### config.mk
export PLATFORM = sky130hd
export DESIGN_NAME = int_div_sched
export DESIGN_NICKNAME = d
export VERILOG_FILES = /design/src/rtl/int_div_sched.sv
export SDC_FILE = /design/constraint.sdc
export NUM_CORES = 1
export LEC_CHECK = 0
export ABC_AREA = 0
export BUFFER_PORTS_ARGS = -buffer_cell sky130_fd_sc_hd__buf_4
export CAP_MARGIN = 20
export CELL_PAD_IN_SITES_DETAIL_PLACEMENT = 2
export CELL_PAD_IN_SITES_GLOBAL_PLACEMENT = 2
export CORE_ASPECT_RATIO = 0.6
export CORE_UTILIZATION = 45
export DETAILED_ROUTE_END_ITERATION = 6
export GPL_ROUTABILITY_DRIVEN = 0
export HOLD_SLACK_MARGIN = 0.08
export PLACE_DENSITY_LB_ADDON = 0.05
export SYNTH_ARGS = -nofsm -noshare
export SYNTH_HDL_FRONTEND = slang
export SYNTH_SLANG_ARGS = --single-unit
### constraint.sdc
create_clock -name clk -period 3.7 [get_ports clk]
set_input_delay 0.74 -clock clk [delete_from_list [all_inputs] [get_ports clk]]
set_output_delay 0.74 -clock clk [all_outputs]
set_load 0.02 [all_outputs]
### src/rtl/int_div_sched.sv
// int_div_sched: tagged request FIFO plus single-job scheduler wrapped around an iterative divider.
// Optional macro DIV_SCHED_DBZ_BYPASS_EN: zero-divisor requests skip the divider and return all ones.
module int_div_sched #(
  parameter int WIDTH = 12,
  parameter int TAG_W = 4,
  parameter int DEPTH = 4
) (
  input  logic                         clk,
  input  logic                         rst,
  input  logic                         in_valid,
  output logic                         in_ready,
  input  logic [WIDTH-1:0]             in_dvd,
  input  logic [WIDTH-1:0]             in_dvs,
  input  logic [TAG_W-1:0]             in_tag,
  output logic                         out_valid,
  input  logic                         out_ready,
  output logic [WIDTH-1:0]             out_quo,
  output logic [TAG_W-1:0]             out_tag,
  output logic                         out_dbz,
  output logic [$clog2(DEPTH+1)-1:0]   level,
  output logic                         div_cal,
  output logic [WIDTH-1:0]             div_dvd,
  output logic [WIDTH-1:0]             div_dvs,
  input  logic [WIDTH-1:0]             div_quo,
  input  logic                         div_rdy
);

  localparam int LW = $clog2(DEPTH + 1);
  localparam int PW = $clog2(DEPTH);

  typedef enum logic [1:0] {IDLE, ISSUE, WAIT_DONE, HOLD} state_e;

  logic [WIDTH-1:0] fifo_dvd_q [DEPTH];
  logic [WIDTH-1:0] fifo_dvs_q [DEPTH];
  logic [TAG_W-1:0] fifo_tag_q [DEPTH];
  logic [PW-1:0]    wr_ptr_q, rd_ptr_q;
  logic [LW-1:0]    count_q;
  logic             push, pop;
  logic [WIDTH-1:0] head_dvd, head_dvs;
  logic [TAG_W-1:0] head_tag;

  state_e           state_q, state_d;
  logic             guard_q, guard_d;
  logic             out_valid_q, out_valid_d;
  logic [WIDTH-1:0] out_quo_q, out_quo_d;
  logic [TAG_W-1:0] out_tag_q, out_tag_d;
  logic [WIDTH-1:0] job_dvd_q, job_dvd_d;
  logic [WIDTH-1:0] job_dvs_q, job_dvs_d;
`ifdef DIV_SCHED_DBZ_BYPASS_EN
  logic             out_dbz_q, out_dbz_d;
`endif

  // Space is judged from the registered count only, so a same-cycle pop never frees a slot.
  assign in_ready = (count_q != LW'(DEPTH));
  assign push     = in_valid && in_ready;
  assign level    = count_q;
  assign head_dvd = fifo_dvd_q[rd_ptr_q];
  assign head_dvs = fifo_dvs_q[rd_ptr_q];
  assign head_tag = fifo_tag_q[rd_ptr_q];

  always_ff @(posedge clk) begin
    if (push) begin
      fifo_dvd_q[wr_ptr_q] <= in_dvd;
      fifo_dvs_q[wr_ptr_q] <= in_dvs;
      fifo_tag_q[wr_ptr_q] <= in_tag;
    end
  end

  always_ff @(posedge clk) begin
    if (rst) begin
      wr_ptr_q <= '0;
      rd_ptr_q <= '0;
      count_q  <= '0;
    end else begin
      if (push) wr_ptr_q <= wr_ptr_q + PW'(1);
      if (pop)  rd_ptr_q <= rd_ptr_q + PW'(1);
      case ({push, pop})
        2'b10:   count_q <= count_q + LW'(1);
        2'b01:   count_q <= count_q - LW'(1);
        default: count_q <= count_q;
      endcase
    end
  end

  always_ff @(posedge clk) begin
    if (rst) begin
      state_q     <= IDLE;
      guard_q     <= 1'b0;
      out_valid_q <= 1'b0;
      out_quo_q   <= '0;
      out_tag_q   <= '0;
      job_dvd_q   <= '0;
      job_dvs_q   <= '0;
`ifdef DIV_SCHED_DBZ_BYPASS_EN
      out_dbz_q   <= 1'b0;
`endif
    end else begin
      state_q     <= state_d;
      guard_q     <= guard_d;
      out_valid_q <= out_valid_d;
      out_quo_q   <= out_quo_d;
      out_tag_q   <= out_tag_d;
      job_dvd_q   <= job_dvd_d;
      job_dvs_q   <= job_dvs_d;
`ifdef DIV_SCHED_DBZ_BYPASS_EN
      out_dbz_q   <= out_dbz_d;
`endif
    end
  end

  always_comb begin
    state_d     = state_q;
    guard_d     = guard_q;
    out_valid_d = out_valid_q;
    out_quo_d   = out_quo_q;
    out_tag_d   = out_tag_q;
    job_dvd_d   = job_dvd_q;
    job_dvs_d   = job_dvs_q;
    pop         = 1'b0;
`ifdef DIV_SCHED_DBZ_BYPASS_EN
    out_dbz_d   = out_dbz_q;
`endif
    case (state_q)
      IDLE: begin
        if ((count_q != '0) && div_rdy) begin
          pop       = 1'b1;
          job_dvd_d = head_dvd;
          job_dvs_d = head_dvs;
          out_tag_d = head_tag;
          state_d   = ISSUE;
`ifdef DIV_SCHED_DBZ_BYPASS_EN
          if (head_dvs == '0) begin
            out_quo_d = '1;
            out_dbz_d = 1'b1;
            state_d   = HOLD;
          end
`endif
        end
      end
      ISSUE: begin
        guard_d = 1'b1;
        state_d = WAIT_DONE;
      end
      WAIT_DONE: begin
        // The divider may still show the previous ready in the first cycle after the pulse.
        if (guard_q) begin
          guard_d = 1'b0;
        end else if (div_rdy) begin
          out_quo_d   = div_quo;
          out_valid_d = 1'b1;
          state_d     = HOLD;
`ifdef DIV_SCHED_DBZ_BYPASS_EN
          out_dbz_d   = 1'b0;
`endif
        end
      end
      HOLD: begin
        // A bypassed job enters HOLD with valid still low; raise it one cycle later.
        if (!out_valid_q) begin
          out_valid_d = 1'b1;
        end else if (out_ready) begin
          out_valid_d = 1'b0;
          state_d     = IDLE;
        end
      end
      default: state_d = IDLE;
    endcase
  end

  assign out_valid = out_valid_q;
  assign out_quo   = out_quo_q;
  assign out_tag   = out_tag_q;
  assign div_cal   = (state_q == ISSUE);
  assign div_dvd   = job_dvd_q;
  assign div_dvs   = job_dvs_q;
`ifdef DIV_SCHED_DBZ_BYPASS_EN
  assign out_dbz   = out_dbz_q;
`else
  assign out_dbz   = 1'b0;
`endif

endmodule

==> flow_summary_export.csv, run 1 <==
group,metric,value,unit
clocking,cts-htree-levels,4,
final_layout,layout.cells.non_filler,604,
grt,grt.total_usage,0.2267,
clocking,clk_pin_slew,70,ps
synth,ys_types,34,
floorplanning,dieWidth,151.2,µm
worst_hold_path,hp-class,"reg2reg",
synth,syn_inst,326,
routing,wl_per_cell,23.43,µm
clocking,insertion_delay,420,ps
job,drv_cap,0,
sta,clock_skew,9.530,ps
floorplanning,initial_core_util,0.4649,
routing,totalWireLength,14.15,mm
clocking,cts_setup_buffers,0,
worst_setup_path,r2r-start,"level[2]",
sta,setup-violations-final,0,
clocking,cts_tree,"yes",
worst_setup_path,critPathTopFamily,"simple AND/OR/NAND/NOR gates",
floorplanning,coreArea,0.01293,mm²
sta,maxSlewHeadroom,0.4029,
final_layout,layout.nets,477,
clocking,root_buffer,"clkbuf_16",
clocking,cts_made_buffers,17,
synth,yosys_warnings,0,
sta,worst_pin_slew,895.7,ps
routing,drc,0,
worst_hold_path,min_from,"out_tag[0]",
synth,syn_avg_cell_area,18.44,µm²
worst_setup_path,cp-startpoint,"level[2]",
worst_setup_path,crit_slowest_cell,"or3b_1",
final_layout,n_antenna_cell,0,
routing,drt-initial-drc-count,181,
worst_setup_path,critPathLaunchType,"flop",
power,p_leak,2.774,nW
routing,dr.pass1.iters,4,
synth,synth_common_cells,"112 x edfxtp_1, 51 x dfxtp_1, 28 x a22o_1, 28 x mux4_2, 19 x nor2_1",
synth,async_flop_share,0,
worst_setup_path,path_class,"reg2reg",
synth,synth_ff_type,"edfxtp_1",
floorplanning,die-area,0.01384,mm²
synth,synth_area_leaders,"edfxtp_1 56%, dfxtp_1 17%, mux4_2 10%, a22o_1 4.1%, mux2i_1 2.3%",
synth,yosysSeqAreaShare,0.7292,
routing,postRouteAntennaNets,0,
floorplanning,num_rows,32,
grt,grt_pass1_vias,3687,
worst_setup_path,max_stage_delay,460,ps
power,ir_worst_vdd,0.0003921,V
worst_setup_path,crit_path_max_fanout,6,
synth,synth_seq_cells,163,
status,status,"finished clean",
clocking,cts_buffer_depth,2,
worst_setup_path,end_kind,"flop",
clocking,cts_resized,0,
worst_setup_path,critPathArrivalTime,2880,ps
synth,synth_nets,382,
final_layout,layout-area-overhead-vs-synth,23.31,%
worst_setup_path,crit_chain,"or3b_1 -> and2_1 -> inv_1 -> ha_1 -> inv_1 -> fa_1 -> xor2_1 -> or3_1 -> a21oi_1",
synth,yosys.area.top_type,"edfxtp_1",
synth,syn-cell-area,0.006012,mm²
sta,hold_viol,0,
final_layout,fillCellCount,1079,
grt,grt_max_degree,30,
worst_setup_path,crit_top_cell,"inv_1",
worst_setup_path,crit_required,4060,ps
routing,vias_per_cell,5.487,
grt,grt_overflow,0,
grt,grt_first_pass_wirelength,22.07,mm
placed_design,io_buffer_count,90,
sta,fmax,395.8,MHz
sta,fin_crit_sh,0.6829,
synth,yosysMostFrequentCell,"edfxtp_1",
sta,rsz0062_at_grt,"false",
floorplanning,die_y,91.53,µm
power,powerDensity,729.5,mW/mm²
grt,antenna_found_initial,0,
final_layout,drive_gt1_frac,0.3687,
routing,vias,3314,
synth,synth_top_area_share,0.5594,
floorplanning,ios,92,
clocking,holdBufCountCts,0,
synth,synth_edf_count,112,
sta,period_needed,2527,ps
placed_design,dp_hpwl,8.833,mm
clocking,numClockSinks,163,
placed_design,place_inst,572,
sta,finalSetupTns,0,ps
worst_setup_path,critPathBufInv,2,
sta,slew_viol_final,0,
==> layout by cell type (no fill, tap or decap), types with 2 or more instances in the layout <==
cell and n:
mux2i_1 14, dfxtp_2 2, xnor2_1 2, o21ai_0 3
inv_1 10, nand2_1 3, a22o_1 28, nor4b_1 2
bufinv_16 2, nand2b_1 3, edfxtp_1 112, dfxtp_1 49
nor2_1 19, clkinvlp_4 5, ha_1 10, buf_4 92
and3_2 4, a21oi_1 4, clkbuf_16 17, inv_6 5
mux4_2 28, xor2_1 3
==> through the flow <==
stage | hold slack (ps) | power [mW] | util | setup slack, ps | instance area, µm²
6_report | 483.2 | 5.408 | 0.5732 | 1173 | 7413
5_1_grt | 498.1 | 5.639 | 0.5732 | 1043 | 7413
4_1_cts | 488.5 | 5.470 | 0.5732 | 1149 | 7413
3_5_place_dp | 471.9 | 3.702 | 0.5281 | 1181 | 6829
3_3_place_gp | 458.4 | 3.633 | 0.5281 | 1306 | 6829
2_1_floorplan | 469.2 | 3.221 | - | 1166 | 6012
==> registers in the layout (all words and copies together) (netlist names) <==
name and count:
out_quo 12, out_tag 4, rd_ptr_q 2, state_q 2
fifo_dvd_q 48, guard_q 1, level 3, wr_ptr_q 2
fifo_dvs_q 48, div_dvs 12, div_dvd 12, fifo_tag_q 16
out_valid 1
==> metal layers <==
metal / global-route usage / share of wire / wire length [µm]
met1: 0.3104 / 0.46 / 6559
met4: 0.08083 / 0.013 / 191
met5: 0 / 0 / 0
met2: 0.3581 / 0.49 / 6962
met3: 0.04724 / 0.031 / 434
==> kinds of logic (layout without fill, tap and decap cells) <==
family,Yosys count,count (layout),share of synthesized area
buffers and inverters,26,134,0.02227
AND/OR/NAND/NOR,38,38,0.03268
AO/OA/AOI/OAI,40,40,0.05557
other,1,1,0.0006238
adder cells (fa/ha/maj),11,11,0.02414
XOR/XNOR,5,5,0.007285
flip-flops,163,163,0.7292
multiplexers,42,42,0.1282
==> power breakdown <==
part	switching (mW)	leakage, nW	internal (mW)
registers	0.226	1.44	2.22
logic	0.622	1.06	0.590
clock network	0.746	0.270	1.00
total	1.59	2.77	3.81
==> layout make-up <==
type,count,area [µm²],area share
inverter,10,37.54,0.005063
clock buffer,18,429.2,0.05789
timing repair buffer,92,690.7,0.09316
tap,170,212.7,0.02869
multi-input combinational,137,1501,0.2025
sequential,163,4387,0.5917
clock inverter,14,155.1,0.02093
==> worst paths after layout <==
kind	to	slack, ps	cells after the start
setup / recovery	level[2]	1170	9
hold / removal	out_tag[0]	480	1
setup reg to reg	level[2]	1170	9
hold reg to reg	out_tag[0]	480	1
Power figures use the tool's default switching activity.
==> inputs of run 2 (changes only) <==
--- a/config.mk
+++ b/config.mk
@@ -11,7 +11,7 @@
 export CELL_PAD_IN_SITES_DETAIL_PLACEMENT = 2
 export CELL_PAD_IN_SITES_GLOBAL_PLACEMENT = 2
 export CORE_ASPECT_RATIO = 0.6
-export CORE_UTILIZATION = 45
+export CORE_UTILIZATION = 37
 export DETAILED_ROUTE_END_ITERATION = 6
 export GPL_ROUTABILITY_DRIVEN = 0
 export HOLD_SLACK_MARGIN = 0.08
==> constraint.sdc (replaced) <==
create_clock -name clk -period 2.25 [get_ports clk]
set_input_delay 0.45 -clock clk [delete_from_list [all_inputs] [get_ports clk]]
set_output_delay 0.45 -clock clk [all_outputs]
set_load 0.02 [all_outputs]
==> run 2 against run 1 <==
Effect of this change:
- the run now ends with DRC left
- global-route usage is 5.7 points lower
- wire length is 6.8% lower
- sequential cell count stayed put
- combinational power is 87% higher
- die area is 21% higher
- fmax is 15% higher
- clock-buffer cell count stayed put
- final area is 2.9% higher
- clock skew is 3.1 ps higher
- sequential share of layout area is 1.6 points lower
- cell count is 7.1% higher
- hold slack worse by 260 ps
==> flow_summary_export.csv, run 2 (synthesized netlist as in run 1, its figures left out) <==
group,metric,value,unit
status,status,"finished with violations",
status,violations,"DRC",
routing,postRouteAntennaNets,0,
worst_setup_path,path_class,"reg2reg",
floorplanning,num_rows,35,
clocking,holdBufCountCts,0,
placed_design,dpl_cell_area,0.006969,mm²
power,p_leak,2.862,nW
grt,grt_first_pass_wirelength,20.33,mm
clocking,clk_pin_slew,70,ps
routing,dr.pass1.iters,6,
power,p_total,9.140,mW
clocking,cts_tree,"yes",
worst_setup_path,max_stage_delay,370,ps
sta,period_needed,2199,ps
final_layout,mostFrequentLayoutCells,"112 x edfxtp_1, 100 x buf_4, 46 x dfxtp_1",
worst_setup_path,crit_path_max_fanout,3,
grt,antenna_found_initial,0,
power,p_comb_frac,0.247,
power,clkPwrFrac,0.330,
floorplanning,coreArea,0.01559,mm²
sta,clock_skew,12.58,ps
worst_setup_path,end_kind,"flop",
sta,fmax,454.7,MHz
placed_design,dp_hpwl,8.459,mm
floorplanning,ios,92,
clocking,root_buffer,"clkbuf_16",
sta,setup-violations-final,0,
floorplanning,initial_core_util,0.3856,
power,ir_worst_vdd,0.0005271,V
sta,hold_viol,0,
job,drv_cap,0,
grt,grt_overflow,0,
placed_design,place_inst,612,
power,p_sw,2.601,mW
power,pwr-share-seq,0.423,
routing,drc,4,
grt,grt.total_usage,0.1696,
final_layout,layout.cells.non_filler,647,
final_layout,layout-area-overhead-vs-synth,26.89,%
floorplanning,die-area,0.01678,mm²
power,internal_power,6.539,mW
final_layout,n_antenna_cell,0,
sta,slew_viol_final,0,
sta,rsz0062_at_grt,"false",
power,p_sw_frac,0.2846,
worst_setup_path,crit_required,2590,ps
worst_setup_path,critPathLaunchType,"flop",
routing,drt-initial-drc-count,175,
sta,fin_crit_sh,0.9775,
worst_setup_path,critPathArrivalTime,2540,ps
worst_setup_path,critPathTopFamily,"simple AND/OR/NAND/NOR gates",
floorplanning,dieWidth,166.6,µm
grt,grt_pass1_vias,3418,
routing,totalWireLength,13.19,mm
worst_hold_path,hp-class,"in2reg",
final_layout,final_common_cell,"edfxtp_1",
grt,grt_max_degree,29,
placed_design,io_buffer_count,90,
clocking,cts_buffer_depth,2,
power,powerDensity,1198,mW/mm²
sta,maxSlewHeadroom,0.4344,
sta,finalSetupTns,0,ps
clocking,cts-htree-levels,4,
worst_setup_path,critPathBufInv,2,
clocking,cts_made_buffers,17,
final_layout,largestRegisters,"fifo_dvd_q x48, fifo_dvs_q x48, fifo_tag_q x16",
final_layout,layout.nets,487,
worst_setup_path,crit_slowest_cell,"or3b_4",
floorplanning,die_y,100.7,µm
final_layout,final_util,0.4893,
final_layout,drive_gt1_frac,0.4054,
clocking,numClockSinks,163,
final_layout,fin_area,0.007629,mm²
routing,wl_per_cell,20.39,µm
routing,vias,3208,
clocking,insertion_delay,420,ps
routing,vias_per_cell,4.958,
sta,worst_pin_slew,848.4,ps
worst_setup_path,crit_chain,"or3b_4 -> and2_4 -> inv_2 -> ha_4 -> inv_1 -> fa_2 -> xor2_1 -> or3_1 -> a21oi_2",
-- run 2: final cells by class --
| class | instances | area, µm² |
|---|---|---|
| clock buffer | 18 | 429.2 |
| sequential | 163 | 4393 |
| tap | 203 | 254.0 |
| clock inverter | 14 | 191.4 |
| timing repair buffer | 102 | 790.8 |
| multi-input combinational | 137 | 1533 |
| inverter | 10 | 37.54 |
| fill | 1436 | 7961 |
-- run 2: metal layers --
metal	GRT usage	vias to the layer above	routed length (µm)
met5	0	-	0
met4	0.05342	0	106
met3	0.05222	8	575
met2	0.2786	63	6409
met1	0.2172	1655	6101
li1	-	1482	-
-- run 2: path summary, 6_finish.rpt --
path,from,endpoint,slack [ps],depth (start not counted)
max,level[2],level[2],50,9
min,in_dvs[8],fifo_dvs_q[2][8],230,1
min reg2reg,div_dvs[6],div_dvs[6],480,1
max reg2reg,level[2],level[2],50,9
-- run 2: timing repair --
item | 4_1_cts | 5_1_grt
pin swaps | 0 | 0
setup endpoints to repair | 1 | 1
resized for setup | 1 | 3
gates cloned | 0 | 0
setup buffers | 0 | 3
-- run 2: through the flow --
step / hold WS (ps) / setup slack, ps
floorplan: 469.2 / 13.52
global placement: 462.5 / 69.98
detailed placement: 468.5 / 14.17
CTS: 207.6 / 11.47
global route: 207.8 / 0.4188
finish: 227.6 / 50.61
-- run 2: worst register-to-register path, stage by stage, from the launching register on --
cell and delay, ps:
dfxtp_4 350, or3b_4 370, and2_4 160, inv_2 90
ha_4 140, inv_1 50, fa_2 330, xor2_1 150
or3_1 340, a21oi_2 160
-- run 2: power by group through the flow --
stage	registers (mW)	clock network, mW	logic (mW)
6_report	3.87	3.01	2.26
5_1_grt	3.91	3.22	2.46
4_1_cts	3.88	3.10	2.25
3_5_place_dp	3.94	0	2.23
3_3_place_gp	3.91	0	2.19
2_1_floorplan	4.10	0	1.22
==> inputs of run 3 (changes only) <==
--- a/config.mk
+++ b/config.mk
@@ -11,7 +11,7 @@
 export CELL_PAD_IN_SITES_DETAIL_PLACEMENT = 2
 export CELL_PAD_IN_SITES_GLOBAL_PLACEMENT = 2
 export CORE_ASPECT_RATIO = 0.6
-export CORE_UTILIZATION = 37
+export CORE_UTILIZATION = 45
 export DETAILED_ROUTE_END_ITERATION = 6
 export GPL_ROUTABILITY_DRIVEN = 0
 export HOLD_SLACK_MARGIN = 0.08
==> constraint.sdc (replaced) <==
create_clock -name clk -period 2.7 [get_ports clk]
set_input_delay 0.54 -clock clk [delete_from_list [all_inputs] [get_ports clk]]
set_output_delay 0.54 -clock clk [all_outputs]
set_load 0.02 [all_outputs]
==> run 3 against run 2 <==
Effect of this change:
- the flow now finishes without violations
- highest routed layer unchanged
- combinational power shrank 22%
- critical endpoint unchanged
- worst setup slack gained 110 ps
- wire length grew 8.6%
- final area shrank 2.0%
- clock-buffer cell count is the same
==> flow_summary_export.csv, run 3 (synthesized netlist as in run 1, its figures left out) <==
group,metric,value,unit
status,status,"finished clean",
grt,antenna_found_initial,0,
routing,postRouteAntennaNets,0,
sta,fin_crit_sh,0.9402,
worst_setup_path,crit_path_max_fanout,6,
clocking,cts_setup_buffers,0,
worst_setup_path,rr_worst_depth,9,
sta,finalWorstSetupSlack,161.4,ps
placed_design,dp_hpwl,8.740,mm
floorplanning,num_rows,32,
worst_setup_path,reg2reg_to,"level[2]",
worst_hold_path,min_from,"in_dvs[2]",
grt,grt_max_degree,29,
worst_setup_path,crit_chain,"or3b_4 -> and2_1 -> inv_1 -> ha_1 -> inv_1 -> fa_1 -> xor2_1 -> or3_1 -> a21oi_1",
floorplanning,ios,92,
sta,period_needed,2539,ps
sta,maxSlewHeadroom,0.4360,
sta,hold_viol,0,
final_layout,layout.cells.non_filler,606,
clocking,cts-htree-levels,4,
sta,clock_skew,10.38,ps
routing,drt-initial-drc-count,108,
clocking,cts_tree,"yes",
routing,top_layer,"met4",
grt,grt.total_usage,0.2231,
routing,totalWireLength,14.32,mm
routing,route.met2.wl,7.171,mm
routing,dr.pass1.iters,7,
floorplanning,initial_core_util,0.4649,
floorplanning,die-area,0.01384,mm²
placed_design,place_inst,574,
routing,vias,3289,
worst_setup_path,crit_required,3050,ps
worst_setup_path,cp-startpoint,"level[2]",
routing,wl_met1,6.432,mm
worst_setup_path,crit_top_cell,"inv_1",
clocking,root_buffer,"clkbuf_16",
worst_setup_path,max_stage_delay,450,ps
final_layout,final_common_cell,"edfxtp_1",
power,p_total,7.559,mW
final_layout,final_util,0.5779,
power,p_leak,2.823,nW
sta,rsz0062_at_grt,"false",
placed_design,dpl_cell_area,0.006857,mm²
worst_setup_path,r2r-start,"level[2]",
floorplanning,coreArea,0.01293,mm²
power,ir_worst_vdd,0.0004464,V
worst_setup_path,ff2ff_setup_slack,160,ps
worst_setup_path,critPathLaunchType,"flop",
final_layout,drive_gt1_frac,0.3739,
sta,finalSetupTns,0,ps
floorplanning,dieWidth,151.2,µm
final_layout,layout-area-overhead-vs-synth,24.31,%
grt,grt_first_pass_wirelength,21.84,mm
grt,grt_overflow,0,
final_layout,n_antenna_cell,0,
worst_hold_path,hold_depth,1,
routing,drc,0,
routing,wl_met3,538,µm
placed_design,place_ws,176.5,ps
clocking,cts_made_buffers,17,
worst_hold_path,hp-class,"in2reg",
clocking,clk_pin_slew,70,ps
worst_setup_path,crit_slowest_cell,"or3b_4",
sta,worst_pin_slew,846.1,ps
grt,grt_pass1_vias,3694,
sta,setup-violations-final,0,
routing,wl_per_cell,23.63,µm
final_layout,largestRegisters,"fifo_dvd_q x48, fifo_dvs_q x48, fifo_tag_q x16",
job,drv_cap,0,
worst_hold_path,hold_end,"fifo_dvs_q[3][2]",
clocking,numClockSinks,163,
clocking,cts_buffer_depth,2,
sta,whs,317.5,ps
worst_setup_path,critPathArrivalTime,2890,ps
clocking,insertion_delay,420,ps
worst_setup_path,path_class,"reg2reg",
worst_setup_path,end_kind,"flop",
sta,fmax,393.9,MHz
sta,slew_viol_final,0,
power,powerDensity,1011,mW/mm²
final_layout,mostFrequentLayoutCells,"112 x edfxtp_1, 93 x buf_4, 49 x dfxtp_1",
routing,vias_per_cell,5.427,
floorplanning,die_y,91.53,µm
final_layout,fin_area,0.007473,mm²
final_layout,layout.nets,479,
placed_design,io_buffer_count,90,
==> run 3: how the worst max path moves through the flow <==
| stage | end | slack, ps | cells past startpoint |
|---|---|---|---|
| 2_1_floorplan | level[2] | 170 | 9 |
| 3_3_place_gp | level[2] | 310 | 9 |
| 3_5_place_dp | level[2] | 180 | 9 |
| 4_1_cts | level[2] | 120 | 9 |
| 5_1_grt | level[2] | 40 | 9 |
| 6_report | level[2] | 160 | 9 |
==> run 3: power by group <==
part           internal (mW)  leakage [nW]  switching, mW
sequential              3.04          1.44          0.215
clock                   1.49         0.303           1.04
combinational          0.836          1.08          0.937
total                   5.36          2.82           2.19
==> run 3: routing by layer <==
layer	global-route usage	vias up
met5	0	-
met4	0.08750	0
met3	0.04623	18
met2	0.3683	85
met1	0.2878	1714
li1	-	1472
==> run 3: repair_timing <==
| action | 4_1_cts | 5_1_grt |
|---|---|---|
| hold buffers | 0 | 0 |
| setup endpoints to repair | 0 | 1 |
| gates resized for setup | 0 | 1 |
==> run 3: layout make-up <==
cell class / instances / area, µm²
fillers: 1093 / 5459
repair buffers: 94 / 718.2
multi-input cells: 137 / 1504
clock inverters: 14 / 185.2
flip-flops and latches: 163 / 4387
clock buffers: 18 / 429.2
inverters: 10 / 37.54
well taps: 170 / 212.7
==> run 3: critical path: cells and delay by family, from the launching register on <==
family                     cells  cell delay [ps]
AOI/OAI and AO/OA              1              150
buffers and inverters          2              180
xor gates and xnor gates       1              160
adders and majority gates      2              570
DFF                            1              430
and+or+nand+nor                3              990
